**src/rtl/clk_div_multi.sv**
```systemverilog
// Multi-channel programmable clock-enable divider with shadowed, glitch-free config commit.
// Each channel counts 0..act_div-1 and drives clk_div = (cnt < act_duty) from registered state.
module clk_div_multi #(
    parameter int unsigned N_CH     = 2,
    parameter int unsigned CNT_W    = 32,
    parameter int unsigned DEF_DIV  = 1000,
    parameter int unsigned DEF_DUTY = 500
) (
    input  logic                    clk,
    input  logic                    rst_n,
    input  logic                    en,
    input  logic                    align,
    input  logic [N_CH-1:0]         load,
    input  logic [N_CH*CNT_W-1:0]   div_n,
    input  logic [N_CH*CNT_W-1:0]   duty_n,
    input  logic [N_CH*CNT_W-1:0]   phase_n,
    output logic [N_CH-1:0]         clk_div,
    output logic [N_CH*CNT_W-1:0]   cnt,
    output logic [N_CH-1:0]         wrap,
    output logic [N_CH-1:0]         cfg_err
);

    localparam logic [CNT_W-1:0] MIN_DIV = CNT_W'(2);

    for (genvar g = 0; g < N_CH; g++) begin : g_ch
        logic [CNT_W-1:0] r_act_div;
        logic [CNT_W-1:0] r_act_duty;
        logic [CNT_W-1:0] r_act_phase;
        logic [CNT_W-1:0] r_pend_div;
        logic [CNT_W-1:0] r_pend_duty;
        logic [CNT_W-1:0] r_pend_phase;
        logic             r_pend;
        logic [CNT_W-1:0] r_cnt;
        logic             r_clk_div;
        logic             r_wrap;
        logic             r_cfg_err;

        logic [CNT_W-1:0] w_in_div;
        logic [CNT_W-1:0] w_in_duty;
        logic [CNT_W-1:0] w_in_phase;
        logic [CNT_W-1:0] w_src_div;
        logic [CNT_W-1:0] w_src_duty;
        logic [CNT_W-1:0] w_src_phase;
        logic [CNT_W-1:0] w_leg_div;
        logic [CNT_W-1:0] w_leg_phase;
        logic             w_leg_err;
        logic [CNT_W-1:0] w_cnt_inc;
        logic             w_at_end;
        logic             w_commit;

        assign w_in_div   = div_n[g*CNT_W +: CNT_W];
        assign w_in_duty  = duty_n[g*CNT_W +: CNT_W];
        assign w_in_phase = phase_n[g*CNT_W +: CNT_W];

        // Commit source (a load coinciding with the wrap bypasses the shadow) and its legalisation.
        always_comb begin
            w_src_div   = r_pend_div;
            w_src_duty  = r_pend_duty;
            w_src_phase = r_pend_phase;
            if (load[g]) begin
                w_src_div   = w_in_div;
                w_src_duty  = w_in_duty;
                w_src_phase = w_in_phase;
            end
            w_leg_div   = (w_src_div < MIN_DIV) ? MIN_DIV : w_src_div;
            w_leg_phase = (w_src_phase >= w_leg_div) ? '0 : w_src_phase;
            w_leg_err   = (w_src_div < MIN_DIV) || (w_src_phase >= w_leg_div);
            w_cnt_inc   = r_cnt + CNT_W'(1);
            w_at_end    = (r_cnt >= (r_act_div - CNT_W'(1)));
            w_commit    = en && !align && w_at_end && (load[g] || r_pend);
        end

        always_ff @(posedge clk or negedge rst_n) begin
            if (!rst_n) begin
                r_act_div    <= CNT_W'(DEF_DIV);
                r_act_duty   <= CNT_W'(DEF_DUTY);
                r_act_phase  <= '0;
                r_pend_div   <= '0;
                r_pend_duty  <= '0;
                r_pend_phase <= '0;
                r_pend       <= 1'b0;
                r_cnt        <= '0;
                r_clk_div    <= (DEF_DUTY != 0);
                r_wrap       <= 1'b0;
                r_cfg_err    <= 1'b0;
            end else begin
                r_wrap    <= 1'b0;
                r_cfg_err <= 1'b0;

                // Shadow capture; skipped when the same load commits directly.
                if (load[g] && !w_commit) begin
                    r_pend_div   <= w_in_div;
                    r_pend_duty  <= w_in_duty;
                    r_pend_phase <= w_in_phase;
                    r_pend       <= 1'b1;
                end

                if (align) begin
                    r_cnt     <= r_act_phase;
                    r_clk_div <= (r_act_phase < r_act_duty);
                end else if (en) begin
                    if (w_at_end) begin
                        r_cnt  <= '0;
                        r_wrap <= 1'b1;
                        if (w_commit) begin
                            r_act_div   <= w_leg_div;
                            r_act_duty  <= w_src_duty;
                            r_act_phase <= w_leg_phase;
                            r_pend      <= 1'b0;
                            r_cfg_err   <= w_leg_err;
                            r_clk_div   <= (w_src_duty != '0);
                        end else begin
                            r_clk_div   <= (r_act_duty != '0);
                        end
                    end else begin
                        r_cnt     <= w_cnt_inc;
                        r_clk_div <= (w_cnt_inc < r_act_duty);
                    end
                end
            end
        end

        assign cnt[g*CNT_W +: CNT_W] = r_cnt;
        assign clk_div[g]            = r_clk_div;
        assign wrap[g]               = r_wrap;
        assign cfg_err[g]            = r_cfg_err;
    end

endmodule
```
**config.mk**
```make
export PLATFORM = sky130hd
export DESIGN_NAME = clk_div_multi
export DESIGN_NICKNAME = d
export VERILOG_FILES = /design/src/rtl/clk_div_multi.sv
export SDC_FILE = /design/constraint.sdc
export NUM_CORES = 1
export LEC_CHECK = 0
export ABC_AREA = 1
export BUFFER_PORTS_ARGS = -buffer_cell sky130_fd_sc_hd__buf_2
export CAP_MARGIN = 20
export CORE_MARGIN = 5
export CORE_UTILIZATION = 30
export CTS_BUF_LIST = sky130_fd_sc_hd__clkbuf_8 sky130_fd_sc_hd__clkbuf_16
export CTS_CLUSTER_SIZE = 12
export DETAILED_ROUTE_END_ITERATION = 16
export PLACE_DENSITY = 0.44
export SLEW_MARGIN = 20
export SYNTH_ARGS = -nofsm -noshare
export SYNTH_HDL_FRONTEND = slang
export SYNTH_SLANG_ARGS = --single-unit
```
**constraint.sdc**
```tcl
create_clock -name clk -period 4.3 [get_ports clk]
set_input_delay 0 -clock clk [delete_from_list [all_inputs] [get_ports clk]]
set_output_delay 0 -clock clk [all_outputs]
set_load 0.05 [all_outputs]
```
==> summary.txt, run 1 <==
STA
  • Max Clock Skew: roughly 0.023 ns
  • Pins Over Slew Limit: 0
  • Tcrit/Tclk final: 0.926
  • Setup TNS: 0 ns
  • RSZ-0062 raised after global routing: no
  • Setup-failing EPs final: 0
  • Min Clock Period, post-route: about 4 ns
  • Max Fclk: roughly 0.25 GHz
  • Relative slew slack: 0.262
  • Final Hold Viols: 0
  • Actual slew at the worst max-slew pin: 1.11 ns

Detailed routing
  • Top Metal Used: met4
  • Residual DRC count: 0
  • Initial DRC count: just under 2000
  • Total number of vias: 25909
  • Post-DR wirelength/cell: 19.1 µm
  • TritonRoute pass-1 iters: 5
  • WL met3: 6100 µm
  • DRT met1 WL: 53800 µm
  • Vias/cell: 4.73
  • Post-route ant nets: 0
  • Met2 wire length: ~43000 µm
  • Post-Route WL: 105000 µm

Power and ir drop
  • Leakage: roughly 0.018 µW
  • VDD IR-drop max: about 0.34 mV
  • Pwr per Cell Area: 653 nW/µm²

Synth
  • Syn_nets: 4155
  • Primary FF master, synth: dfrtp_1
  • Post-synth EDFFs: 0
  • Post-Synth XOR/XNOR Area: 0.0346
  • Gate Count Post-Synth: 3701
  • Area leader, netlist: dfrtp_1
  • Yosys cell types: 52
  • Synth Register Bits: ~460
  • Main combinational cell family by area after synthesis: simple AND/OR/NAND/NOR gates
  • Async set or reset register ratio after synthesis: 1.00
  • Adder-cell share of the synthesized area: 0.112
  • Ranking of synthesized cells by area: dfrtp_1, nand2_1, ha_1
  • Compound-Gate Fraction of Synth Area: 0.154
  • Syn Area/Cell: between 7 and 8 µm²
  • Mapped Area: approximately 29000 µm²
  • Top cell type's share of synthesized area: 0.377
  • Mux cell area share after synthesis: 0
  • Seq/Total Area, Yosys: 0.401
  • Post-synthesis simple-gate area fraction: 0.214
  • Yosys Warn Count: 0

Die
  • Io pins: around 270
  • Die W: 318 µm
  • Starting Density: 0.301
  • Core ar.: between 90000 and 100000 µm²
  • Cell row count: 113
  • Die area: 101000 µm²
  • Die H: between 300 and 400 µm

Critical path
  • Worst Path Arrival: 4.54 ns
  • Reg-to-reg endpoint: g_ch[0].r_clk_div$_DFFE_PN1P_
  • Crit end category: register
  • Critical path fanouts, max: 5
  • Crit path capture: g_ch[0].r_clk_div$_DFFE_PN1P_
  • Startpoint types: register
  • Crit path required time: approximately 4.9 ns
  • R2r setup slk: 0.32 ns
  • Reg-to-Reg Start: g_ch[0].r_cnt[1]$_DFFE_PN0P_
  • Reg2Reg Depth: 21
  • Setup crit start: g_ch[0].r_cnt[1]$_DFFE_PN0P_
  • CP Class: register to register

CTS
  • CTS sink count: ~460
  • Worst skew pair latency: about 0.63 ns
  • CTS clk-pin slew, worst paths: about 0.06 ns
  • CTS tree: built
  • Clock tree buffer depth: 3
  • H-tree Lvls: 2
  • TritonCTS Buffers: between 50 and 60
  • Root Buffer: clkbuf_16

Final layout
  • Count of inserted antenna diode cells: 0
  • Non-Filler Instances: roughly 5500
  • Commonest cells after routing, fill and taps aside: nand2_1, o21ai_0, inv_1
  • Area growth from synthesis to layout: 25.1%
  • Nets@finish: between 4000 and 5000
  • Share of layout cells above drive strength 1: 0.129
  • Commonest non-fill, non-tap cell in the layout: nand2_1

Place
  • Detailed placement HPWL: 77400 µm
  • PortBufs: approximately 270
  • Routability cong.: 0.886
  • Post-placement cell count: 5161

Run status
  • Status: complete, no violations

Global routing
  • First-pass GRT wire length: between 150000 and 200000 µm
  • Initial antenna violation count: 1
  • GRT Util Overall: 0.197
  • Number of global-route vias before repair: approximately 24000
  • Grt ovf: 0
  • Largest net degree at the start of global routing: approximately 120

Min path
  • Hold Crit Class: primary input to register

Flow run
  • # Max-Cap Violations: 0
how the worst min path moves through the flow:
stage	depth (start not counted)	to	from	slack (ns)
after global placement	1	g_ch[0].r_pend_phase[6]$_DFFE_PN0P_	rst_n	-0.03
after detailed placement	1	g_ch[0].r_pend_phase[6]$_DFFE_PN0P_	rst_n	-0.03
after CTS	4	g_ch[0].r_cnt[23]$_DFFE_PN0P_	en	0.02
after floorplan	0	g_ch[0].r_act_div[0]$_DFFE_PN0P_	rst_n	-0.30
final	4	g_ch[0].r_cnt[23]$_DFFE_PN0P_	en	0.07
after global routing	4	g_ch[0].r_cnt[23]$_DFFE_PN0P_	en	0.06
area by class of cell:
type                            instances  area (µm²)
Timing Repair Buffer                  559        4380
Tap cell                             1265        1580
Fill cell                            9979       59100
Multi-Input combinational cell       2668       14800
Clock inverter                         34         188
Sequential cell                       456       11400
Clock buffer                           71        1630
Inverter                              425        1600
flip-flops by register name, summed over array words and instances (netlist names):
register / cells
g_ch.r_pend: 2
g_ch.r_wrap: 2
g_ch.r_pend_div: 64
g_ch.r_clk_div: 2
g_ch.r_pend_duty: 64
g_ch.r_pend_phase: 64
g_ch.r_cfg_err: 2
g_ch.r_act_phase: 64
g_ch.r_cnt: 64
g_ch.r_act_duty: 64
g_ch.r_act_div: 64
cells by family after synthesis:
kind of cell | Yosys count
xor+xnor | 111
simple gates | 1461
flops | 456
buf+inv | 580
fa+ha+maj | 256
compound gates | 837
critical path, cell delays in order, from the launching register on:
cell and delay, ns:
dfrtp_1 0.49, ha_1 0.24, nand3_1 0.14, nor3_1 0.32, nand3_2 0.24, inv_2 0.15
nand2_1 0.10, nor2_2 0.18, nand4_1 0.12, xor2_1 0.23, inv_1 0.10, ha_1 0.27
nand2_1 0.07, inv_1 0.04, nand3_1 0.11, inv_1 0.05, a21oi_1 0.13, a21boi_0 0.41
nand4_1 0.22, nand2_1 0.17, nand2_1 0.06, nand2_1 0.07
cell usage after synthesis (29+ instances only):
master and n:
xor2_1 87, inv_1 416, a22oi_1 29, a21oi_1 170
buf_4 32, o211ai_1 29, o21ai_1 106, nor4_1 34
nand2_1 1012, clkbuf_1 59, buf_2 61, o21ai_0 480
nand4_1 58, nor2_1 199, nand3_1 78, ha_1 256
dfrtp_1 430
routing by layer:
layer	vias up	global-route usage
met5	-	0
met4	0	0.0375
li1	13120	-
met3	95	0.0394
met1	12107	0.304
met2	587	0.284
metrics by stage:
| step | setup WS [ns] | util | hold slack (ns) | area [µm²] | total power, µW |
|---|---|---|---|---|---|
| final | 0.317 | 0.377 | 0.0684 | 35700 | 23300 |
| after global routing | 0.00354 | 0.377 | 0.0607 | 35700 | 25300 |
| after CTS | 0.0582 | 0.373 | 0.0169 | 35300 | 23200 |
| after detailed placement | 0.0948 | 0.333 | -0.0338 | 31500 | 18200 |
| after global placement | 0.151 | 0.333 | -0.0329 | 31500 | 18100 |
| after floorplan | 0.910 | - | -0.296 | 28500 | 14500 |
timing repair:
item                       CTS  global route
setup endpoints to repair    0           341
buffers inserted             0             8
hold endpoints to repair   807             0
hold buffers               197             0
gates resized for setup      0            30
report_power, final:
group | internal [µW] | switching, µW
Clock | 2710 | 2030
Combinational | 3750 | 6950
Sequential | 5970 | 1880
Total | 12400 | 10900
(Power assumes the default switching activity.)
==> run 2: changes to the inputs <==
ABC_AREA = default   (was 1)
CORE_UTILIZATION = 28   (was 30)
MAX_ROUTING_LAYER = met4   (was default)
PLACE_DENSITY = 0.42   (was 0.44)
==> run 2 against run 1 <==
The flow now finishes with violations (negative setup slack). Hold slack better by 0.047 ns. Via count down 9.3%. Highest routed layer unchanged. Sequential cell count unchanged. Final cell count down 11%. Wire length down 3.3%.
==> summary.txt, run 2 <==
Global routing
  • First-pass GRT wire length: 149000 µm (was 156000 µm)
  • Grt ovf: 0 (unchanged)
  • GRT Util Overall: 0.185 (was 0.197)
  • Number of global-route vias before repair: 23869 (was 24468)
  • Initial antenna violation count: 0 (was 1)
  • Largest net degree at the start of global routing: 133 (was 122)

STA
  • Setup TNS: -0.0139 ns (was 0 ns)
  • Actual slew at the worst max-slew pin: 1.03 ns (was 1.11 ns)
  • Max Clock Skew: 0.0233 ns (was 0.0230 ns)
  • Relative slew slack: 0.298 (was 0.262)
  • Final Hold Viols: 0 (unchanged)
  • Pins Over Slew Limit: 0 (unchanged)
  • Max Fclk: 0.232 GHz (was 0.251 GHz)
  • Final Worst Setup Slack: -0.00403 ns (was 0.317 ns)
  • Hold Slack: 0.116 ns (was 0.0684 ns)
  • RSZ-0062 raised after global routing: yes (was no)
  • Setup-failing EPs final: 6 (was 0)
  • Tcrit/Tclk final: 1.00 (was 0.926)
  • Min Clock Period, post-route: 4.30 ns (was 3.98 ns)

Critical path
  • Slowest-stage cell, CP: or4_4 (was dfrtp_1)
  • Crit path cell chain: or3_1 > nor3_2 > nand3b_1 > or4_4 > nand2b_4 > nor4_4 > xnor2_1 > ha_1 > nand4_1 > or4_4 > a211oi_4 > nor2_2 > o21ai_4 > buf_6 > buf_12 > clkbuf_16 > mux2_2 (was ha_1 > nand3_1 > nor3_1 > nand3_2 > inv_2 > nand2_1 > nor2_2 > nand4_1 > xor2_1 > inv_1 > ha_1 > nand2_1 > inv_1 > nand3_1 > inv_1 > a21oi_1 > a21boi_0 > nand4_1 > nand2_1 > nand2_1 > nand2_1)
  • Crit end category: register (unchanged)
  • Reg-to-reg endpoint: g_ch[0].r_pend_phase[19]$_DFFE_PN0P_ (was g_ch[0].r_clk_div$_DFFE_PN1P_)
  • R2r setup slk: -0.004 ns (was 0.32 ns)
  • Reg-to-Reg Start: g_ch[0].r_act_div[12]$_DFFE_PN0P_ (was g_ch[0].r_cnt[1]$_DFFE_PN0P_)
  • Worst Path Arrival: 4.83 ns (was 4.54 ns)
  • Most used cell along the critical path: or4_4 (was nand2_1)
  • Crit path capture: g_ch[0].r_pend_phase[19]$_DFFE_PN0P_ (was g_ch[0].r_clk_div$_DFFE_PN1P_)
  • Setup crit start: g_ch[0].r_act_div[12]$_DFFE_PN0P_ (was g_ch[0].r_cnt[1]$_DFFE_PN0P_)
  • CP Class: register to register (unchanged)
  • Crit path required time: 4.82 ns (was 4.86 ns)
  • Reg2Reg Depth: 17 (was 21)
  • Critical path fanouts, max: 8 (was 5)
  • Startpoint types: register (unchanged)
  • Largest stage delay, worst path: 0.52 ns (was 0.49 ns)

Detailed routing
  • Post-DR wirelength/cell: 20.8 µm (was 19.1 µm)
  • Residual DRC count: 0 (unchanged)
  • Total number of vias: 23501 (was 25909)
  • Vias/cell: 4.84 (was 4.73)
  • TritonRoute pass-1 iters: 5 (unchanged)
  • Post-route ant nets: 0 (unchanged)
  • Initial DRC count: 1139 (was 1958)
  • Post-Route WL: 101000 µm (was 105000 µm)

CTS
  • TritonCTS Buffers: 57 (was 56)
  • H-tree Lvls: 2 (unchanged)
  • Worst skew pair latency: 0.66 ns (was 0.63 ns)
  • Root Buffer: clkbuf_16 (unchanged)
  • CTS sink count: 456 (unchanged)
  • CTS clk-pin slew, worst paths: 0.06 ns (about the same)
  • CTS tree: built (unchanged)
  • Clock tree buffer depth: 3 (unchanged)

Power and ir drop
  • VDD IR-drop max: 0.308 mV (was 0.336 mV)
  • Leakage: 0.0168 µW (was 0.0176 µW)
  • Clock power frac: 0.278 (was 0.204)
  • Net switching power: 7060 µW (was 10900 µW)
  • Sw Ratio: 0.385 (was 0.466)
  • Internal power: 11300 µW (was 12400 µW)
  • Pwr per Cell Area: 491 nW/µm² (was 653 nW/µm²)
  • Combinational fraction of design power: 0.383 (was 0.459)
  • Reg power frac: 0.339 (was 0.337)
  • Total power draw: 18400 µW (was 23300 µW)

Final layout
  • Share of layout cells above drive strength 1: 0.253 (was 0.129)
  • Non-Filler Instances: 4857 (was 5478)
  • Nets@finish: 3895 (was 4620)
  • Commonest non-fill, non-tap cell in the layout: dfrtp_1 (was nand2_1)
  • Count of inserted antenna diode cells: 0 (unchanged)
  • Commonest cells after routing, fill and taps aside: dfrtp_1, o21ai_0, buf_2 (was nand2_1, o21ai_0, inv_1)
  • Area growth from synthesis to layout: 30.4% (was 25.1%)

Synth
  • Syn_nets: 3316 (was 4155)
  • Gate Count Post-Synth: 2862 (was 3701)
  • Primary FF master, synth: dfrtp_1 (unchanged)
  • Yosys cell types: 77 (was 52)
  • Synth Register Bits: 456 (unchanged)
  • Yosys Warn Count: 0 (unchanged)
  • Async set or reset register ratio after synthesis: 1.00 (unchanged)
  • Most frequent cell after synthesis: dfrtp_1 (was nand2_1)
  • Top cell type's share of synthesized area: 0.375 (was 0.377)
  • Seq/Total Area, Yosys: 0.399 (was 0.401)
  • Post-synth EDFFs: 0 (unchanged)
  • Post-synth top cells: dfrtp_1, o21ai_0, ha_1 (was nand2_1, o21ai_0, dfrtp_1)
  • Mapped Area: 28700 µm² (was 28500 µm²)
  • Syn Area/Cell: 10.0 µm² (was 7.70 µm²)
  • Ranking of synthesized cells by area: dfrtp_1, ha_1, mux2_2 (was dfrtp_1, nand2_1, ha_1)
  • Area leader, netlist: dfrtp_1 (unchanged)

Place
  • Routability cong.: 0.841 (was 0.886)
  • Detailed placement HPWL: 76300 µm (was 77400 µm)
  • Post-placement cell count: 4531 (was 5161)
  • PortBufs: 267 (unchanged)

Die
  • Starting Density: 0.282 (was 0.301)
  • Die W: 330 µm (was 318 µm)
  • Die H: 330 µm (was 318 µm)
  • Core ar.: 102000 µm² (was 94700 µm²)
  • Die area: 109000 µm² (was 101000 µm²)
  • Cell row count: 117 (was 113)
  • Io pins: 268 (unchanged)

Flow run
  • # Max-Cap Violations: 0 (unchanged)

Run status
  • Status: complete, but fails checks (was complete, no violations)
  • Failing checks: negative setup slack

Min path
  • Hold Crit Class: primary input to register (unchanged)
==> run 2: cell types whose count changed after synthesis, moves of 40 or more <==
| cell | before | now |
|---|---|---|
| mux2_1 | 0 | 40 |
| nor2b_1 | 0 | 45 |
| nor2_1 | 199 | 95 |
| xnor2_1 | 22 | 77 |
| o21ai_0 | 480 | 393 |
| a21oi_1 | 170 | 91 |
| inv_1 | 416 | 94 |
| nand2_1 | 1012 | 227 |
| nand2b_1 | 0 | 41 |
| o21ai_1 | 106 | 12 |
| mux2_2 | 0 | 232 |
| mux2i_1 | 0 | 127 |
| xor2_1 | 87 | 41 |
==> run 2: kinds of logic after synthesis <==
| group | after synthesis | share of synthesized area |
|---|---|---|
| AO/OA/AOI/OAI | 679 | 0.137 |
| buffers and inverters | 254 | 0.0384 |
| AND/OR/NAND/NOR | 700 | 0.127 |
| XOR/XNOR | 118 | 0.0360 |
| flip-flops | 456 | 0.399 |
| adder cells (fa/ha/maj) | 256 | 0.112 |
| multiplexers | 399 | 0.151 |
==> run 2: power by group through the flow <==
stage / clock network [µW] / logic (µW) / registers [µW]
after CTS: 5270 / 6890 / 6240
after detailed placement: 0 / 6710 / 6310
after floorplan: 0 / 3970 / 6270
after global routing: 5410 / 7830 / 6340
final: 5090 / 7030 / 6220
after global placement: 0 / 6680 / 6290
==> run 2: stage by stage <==
step                      area (µm²)  utilization  setup slack (ns)
final                          37400        0.368          -0.00403
after global routing           37400        0.368            -0.190
after CTS                      36900        0.362           -0.0605
after detailed placement       32900        0.323            -0.113
after global placement         32900        0.323           -0.0520
after floorplan                28700            -           -0.0512
==> run 2: layout make-up <==
cell class	count	area, µm²
sequential	456	11400
clock inverter	35	337
multi-input combinational	2152	16400
timing repair buffer	679	5550
clock buffer	72	1630
fill	10319	64300
inverter	95	357
tap	1368	1710
==> run 2: worst max-delay path: cells and delay by family, from the launching register on <==
kind | cells | cell delay (ns)
AND/OR/NAND/NOR | 9 | 2.25
buffers and inverters | 3 | 0.44
AO/OA/AOI/OAI | 2 | 0.35
multiplexers | 1 | 0.32
flip-flops | 1 | 0.37
adder cells (fa/ha/maj) | 1 | 0.29
XOR/XNOR | 1 | 0.10
==> run 2: how the worst min path moves through the flow <==
stage / startpoint / end / slack [ns] / cells past startpoint
after global routing: div_n[61] / g_ch[1].r_pend_div[29]$_DFFE_PN0P_ / 0.1 / 3
after CTS: div_n[50] / g_ch[1].r_pend_div[18]$_DFFE_PN0P_ / 0.06 / 3
after detailed placement: rst_n / g_ch[1].r_pend_duty[9]$_DFFE_PN0P_ / 0.08 / 1
final: div_n[54] / g_ch[1].r_pend_div[22]$_DFFE_PN0P_ / 0.12 / 3
after floorplan: rst_n / g_ch[0].r_act_div[0]$_DFFE_PN0P_ / -0.30 / 0
after global placement: rst_n / g_ch[1].r_pend_duty[9]$_DFFE_PN0P_ / 0.08 / 1
==> run 2: what timing repair did <==
action                                  CTS  global route
endpoints found under the hold margin   531             0
pin swaps                                 1            12
buffers inserted                          0            12
endpoints found under the setup margin  239           442
gates resized for setup                   5            43
cloned                                    0             9
hold buffers                            198             0
==> run 2: routing by layer <==
layer	global-route usage	part of all wire
met3	0.0308	0.043
met2	0.337	0.52
met4	0.0360	0.019
met1	0.216	0.41
met5	-	0
==> run 3: changes to the inputs <==
CORE_ASPECT_RATIO = 1.25   (was default)
==> run 3 against run 2 <==
Combinational power up 1%. Critical path type unchanged. Hold slack worse by 0.14 ns. The flow finishes with violations (negative hold slack, negative setup slack). Setup slack worse by 0.058 ns. Sequential share of layout area down 1.5 points. Largest cell class unchanged. Via count up 3.8%. Clock skew down 0.0026 ns. Final area up 5.3%. Largest power group unchanged. Final cell count up 1.0%. Core utilization up 1.9 points. Global-route usage up 0.80 points. Highest routed layer unchanged. Total power up 0.55%. First-iteration DRC count up 2.1%.
==> summary.txt, run 3 (synthesis results as in run 2) <==
Die
  • Die H: 368 µm (was 330 µm)
  • Starting Density: 0.281 (was 0.282)
  • Die W: 296 µm (was 330 µm)
  • Io pins: 268 (unchanged)
  • Core ar.: 102000 µm² (about the same)
  • Cell row count: 131 (was 117)
  • Die area: 109000 µm² (about the same)

STA
  • RSZ-0062 raised after global routing: yes (unchanged)
  • Max Clock Skew: 0.0207 ns (was 0.0233 ns)
  • Hold Slack: -0.0249 ns (was 0.116 ns)
  • Actual slew at the worst max-slew pin: 0.950 ns (was 1.03 ns)
  • Tcrit/Tclk final: 1.01 (was 1.00)
  • Max Fclk: 0.229 GHz (was 0.232 GHz)
  • Min Clock Period, post-route: 4.36 ns (was 4.30 ns)
  • Relative slew slack: 0.350 (was 0.298)
  • Final Hold Viols: 9 (was 0)
  • Pins Over Slew Limit: 0 (unchanged)
  • Final Worst Setup Slack: -0.0622 ns (was -0.00403 ns)
  • Setup-failing EPs final: 69 (was 6)

Detailed routing
  • Residual DRC count: 0 (unchanged)
  • Post-Route WL: 109000 µm (was 101000 µm)
  • Vias/cell: 4.97 (was 4.84)
  • Total number of vias: 24400 (was 23501)
  • Post-route ant nets: 0 (unchanged)
  • Initial DRC count: 1163 (was 1139)
  • TritonRoute pass-1 iters: 5 (unchanged)
  • Post-DR wirelength/cell: 22.2 µm (was 20.8 µm)

Critical path
  • CP Class: register to register (unchanged)
  • Startpoint types: register (unchanged)
  • Worst Path Arrival: 4.91 ns (was 4.83 ns)
  • Slowest-stage cell, CP: or4_4 (unchanged)
  • Largest stage delay, worst path: 0.56 ns (was 0.52 ns)
  • Critical path fanouts, max: 7 (was 8)
  • Crit end category: register (unchanged)
  • Reg2Reg Depth: 18 (was 17)
  • Crit path cell chain: or4_4 > nor4_4 > nand4_1 > nor4_4 > buf_4 > nand2_2 > xor2_1 > ha_1 > nand4_1 > or4_4 > a211oi_4 > buf_4 > buf_8 > o21ai_4 > buf_12 > clkbuf_16 > nand2b_1 > o21ai_1 (was or3_1 > nor3_2 > nand3b_1 > or4_4 > nand2b_4 > nor4_4 > xnor2_1 > ha_1 > nand4_1 > or4_4 > a211oi_4 > nor2_2 > o21ai_4 > buf_6 > buf_12 > clkbuf_16 > mux2_2)
  • Crit path required time: 4.85 ns (was 4.82 ns)

CTS
  • TritonCTS Buffers: 57 (unchanged)
  • CTS clk-pin slew, worst paths: 0.06 ns (about the same)
  • Clock tree buffer depth: 3 (unchanged)
  • Worst skew pair latency: 0.63 ns (was 0.66 ns)
  • H-tree Lvls: 2 (unchanged)
  • CTS sink count: 456 (unchanged)
  • CTS tree: built (unchanged)
  • Root Buffer: clkbuf_16 (unchanged)

Final layout
  • Area growth from synthesis to layout: 37.3% (was 30.4%)
  • Cell area after layout: 39400 µm² (was 37400 µm²)
  • Nets@finish: 3982 (was 3895)
  • Commonest non-fill, non-tap cell in the layout: dfrtp_1 (unchanged)
  • Register area: 11400 µm² (about the same)
  • Share of layout cells above drive strength 1: 0.314 (was 0.253)
  • Commonest cells after routing, fill and taps aside: dfrtp_1, o21ai_0, buf_2 (unchanged)
  • Multi-input gate area: 17200 µm² (was 16400 µm²)
  • Filler cells: 10204 (was 10319)

Global routing
  • Largest net degree at the start of global routing: 108 (was 133)
  • Grt ovf: 0 (unchanged)
  • Number of global-route vias before repair: 25155 (was 23869)
  • Initial antenna violation count: 4 (was 0)
  • First-pass GRT wire length: 157000 µm (was 149000 µm)
  • GRT Util Overall: 0.193 (was 0.185)

Flow run
  • # Max-Cap Violations: 0 (unchanged)

Place
  • PortBufs: 267 (unchanged)
  • Routability cong.: 0.845 (was 0.841)
  • Placement Setup Slack: -0.157 ns (was -0.113 ns)
  • Placed Area: 33100 µm² (was 32900 µm²)
  • Detailed placement HPWL: 79700 µm (was 76300 µm)

Run status
  • Failing checks: negative hold slack, negative setup slack (was negative setup slack)
  • Status: complete, but fails checks (unchanged)

Power and ir drop
  • Leakage: 0.0180 µW (was 0.0168 µW)
  • VDD IR-drop max: 0.283 mV (was 0.308 mV)
  • Pwr per Cell Area: 469 nW/µm² (was 491 nW/µm²)

Min path
  • Hold Crit Class: primary input to async pin (was primary input to register)
run 3: cell count changes in the layout (fill, tap and decap cells not counted), moves of 12 or more:
cell	previous run	this run
o21ai_0	393	311
buf_8	3	15
buf_6	10	28
clkbuf_16	66	80
o21ai_1	9	52
nand2_4	1	15
mux2_4	0	88
nand2_2	1	40
o21ai_2	0	38
buf_4	166	203
nand2_1	225	172
mux2_2	232	181
mux2_1	40	3
run 3: power breakdown:
group          switching, µW  internal, µW
Combinational           4080          3030
Sequential               987          5210
Clock                   2060          3080
Total                   7130         11300
run 3: worst paths after layout:
check | start | end | slack, ns
setup reg to reg | g_ch[0].r_act_div[4]$_DFFE_PN0P_ | g_ch[0].r_act_phase[7]$_DFFE_PN0P_ | -0.06
hold / removal | rst_n | g_ch[1].r_pend_phase[4]$_DFFE_PN0P_ | -0.02
max in group asynchronous | rst_n | g_ch[0].r_pend_div[28]$_DFFE_PN0P_ | 3.10
min in group clk | en | g_ch[0].r_cnt[30]$_DFFE_PN0P_ | 0.04
hold reg to reg | g_ch[0].r_act_div[5]$_DFFE_PN1P_ | g_ch[0].r_act_div[5]$_DFFE_PN1P_ | 0.48
setup / recovery | g_ch[0].r_act_div[4]$_DFFE_PN0P_ | g_ch[0].r_act_phase[7]$_DFFE_PN0P_ | -0.06
run 3: repair_timing:
| item | CTS | global route |
|---|---|---|
| buffers inserted | 5 | 31 |
| endpoints found under the setup margin | 258 | 434 |
| pin swaps | 1 | 60 |
| hold buffers | 195 | 0 |
| gates cloned | 4 | 29 |
| resized for setup | 28 | 372 |
| hold endpoints to repair | 495 | 0 |
run 3: metal layers:
metal / up-vias / track usage / wire [µm]
met2: 422 / 0.359 / 58900
met5: - / - / 0
met3: 129 / 0.0340 / 4660
li1: 11854 / - / -
met1: 11995 / 0.209 / 42000
met4: 0 / 0.0545 / 3280
run 3: metrics by stage:
stage                     std cells  utilization  TNS (ns)  power [µW]  hold WS (ns)
after floorplan                2862            -     -2.59       10200        -0.296
after global placement         4536        0.325    -12.73       13000         0.107
after detailed placement       4536        0.325    -17.58       13000        0.0913
after CTS                      4845        0.366     -8.47       18500       0.00321
after global routing           4906        0.386    -36.12       19700        0.0229
final                          4907        0.386     -1.66       18500       -0.0249
run 3: layout make-up:
type                       instances  share of cell area
clock buffer                      70              0.0414
multi-input combinational       2152               0.437
antenna                            3            0.000191
tap                             1330              0.0423
sequential                       456               0.291
inverter                          95             0.00906
timing repair buffer             766               0.171
clock inverter                    35             0.00890
run 3: critical path, delay by kind of cell, from the launching register on:
kind                     cells  cell delay, ns
AND/OR/NAND/NOR              8            2.14
buffers and inverters        5            0.81
AO/OA/AOI/OAI                3            0.49
flip-flops                   1            0.40
adder cells (fa/ha/maj)      1            0.30
XOR/XNOR                     1            0.14
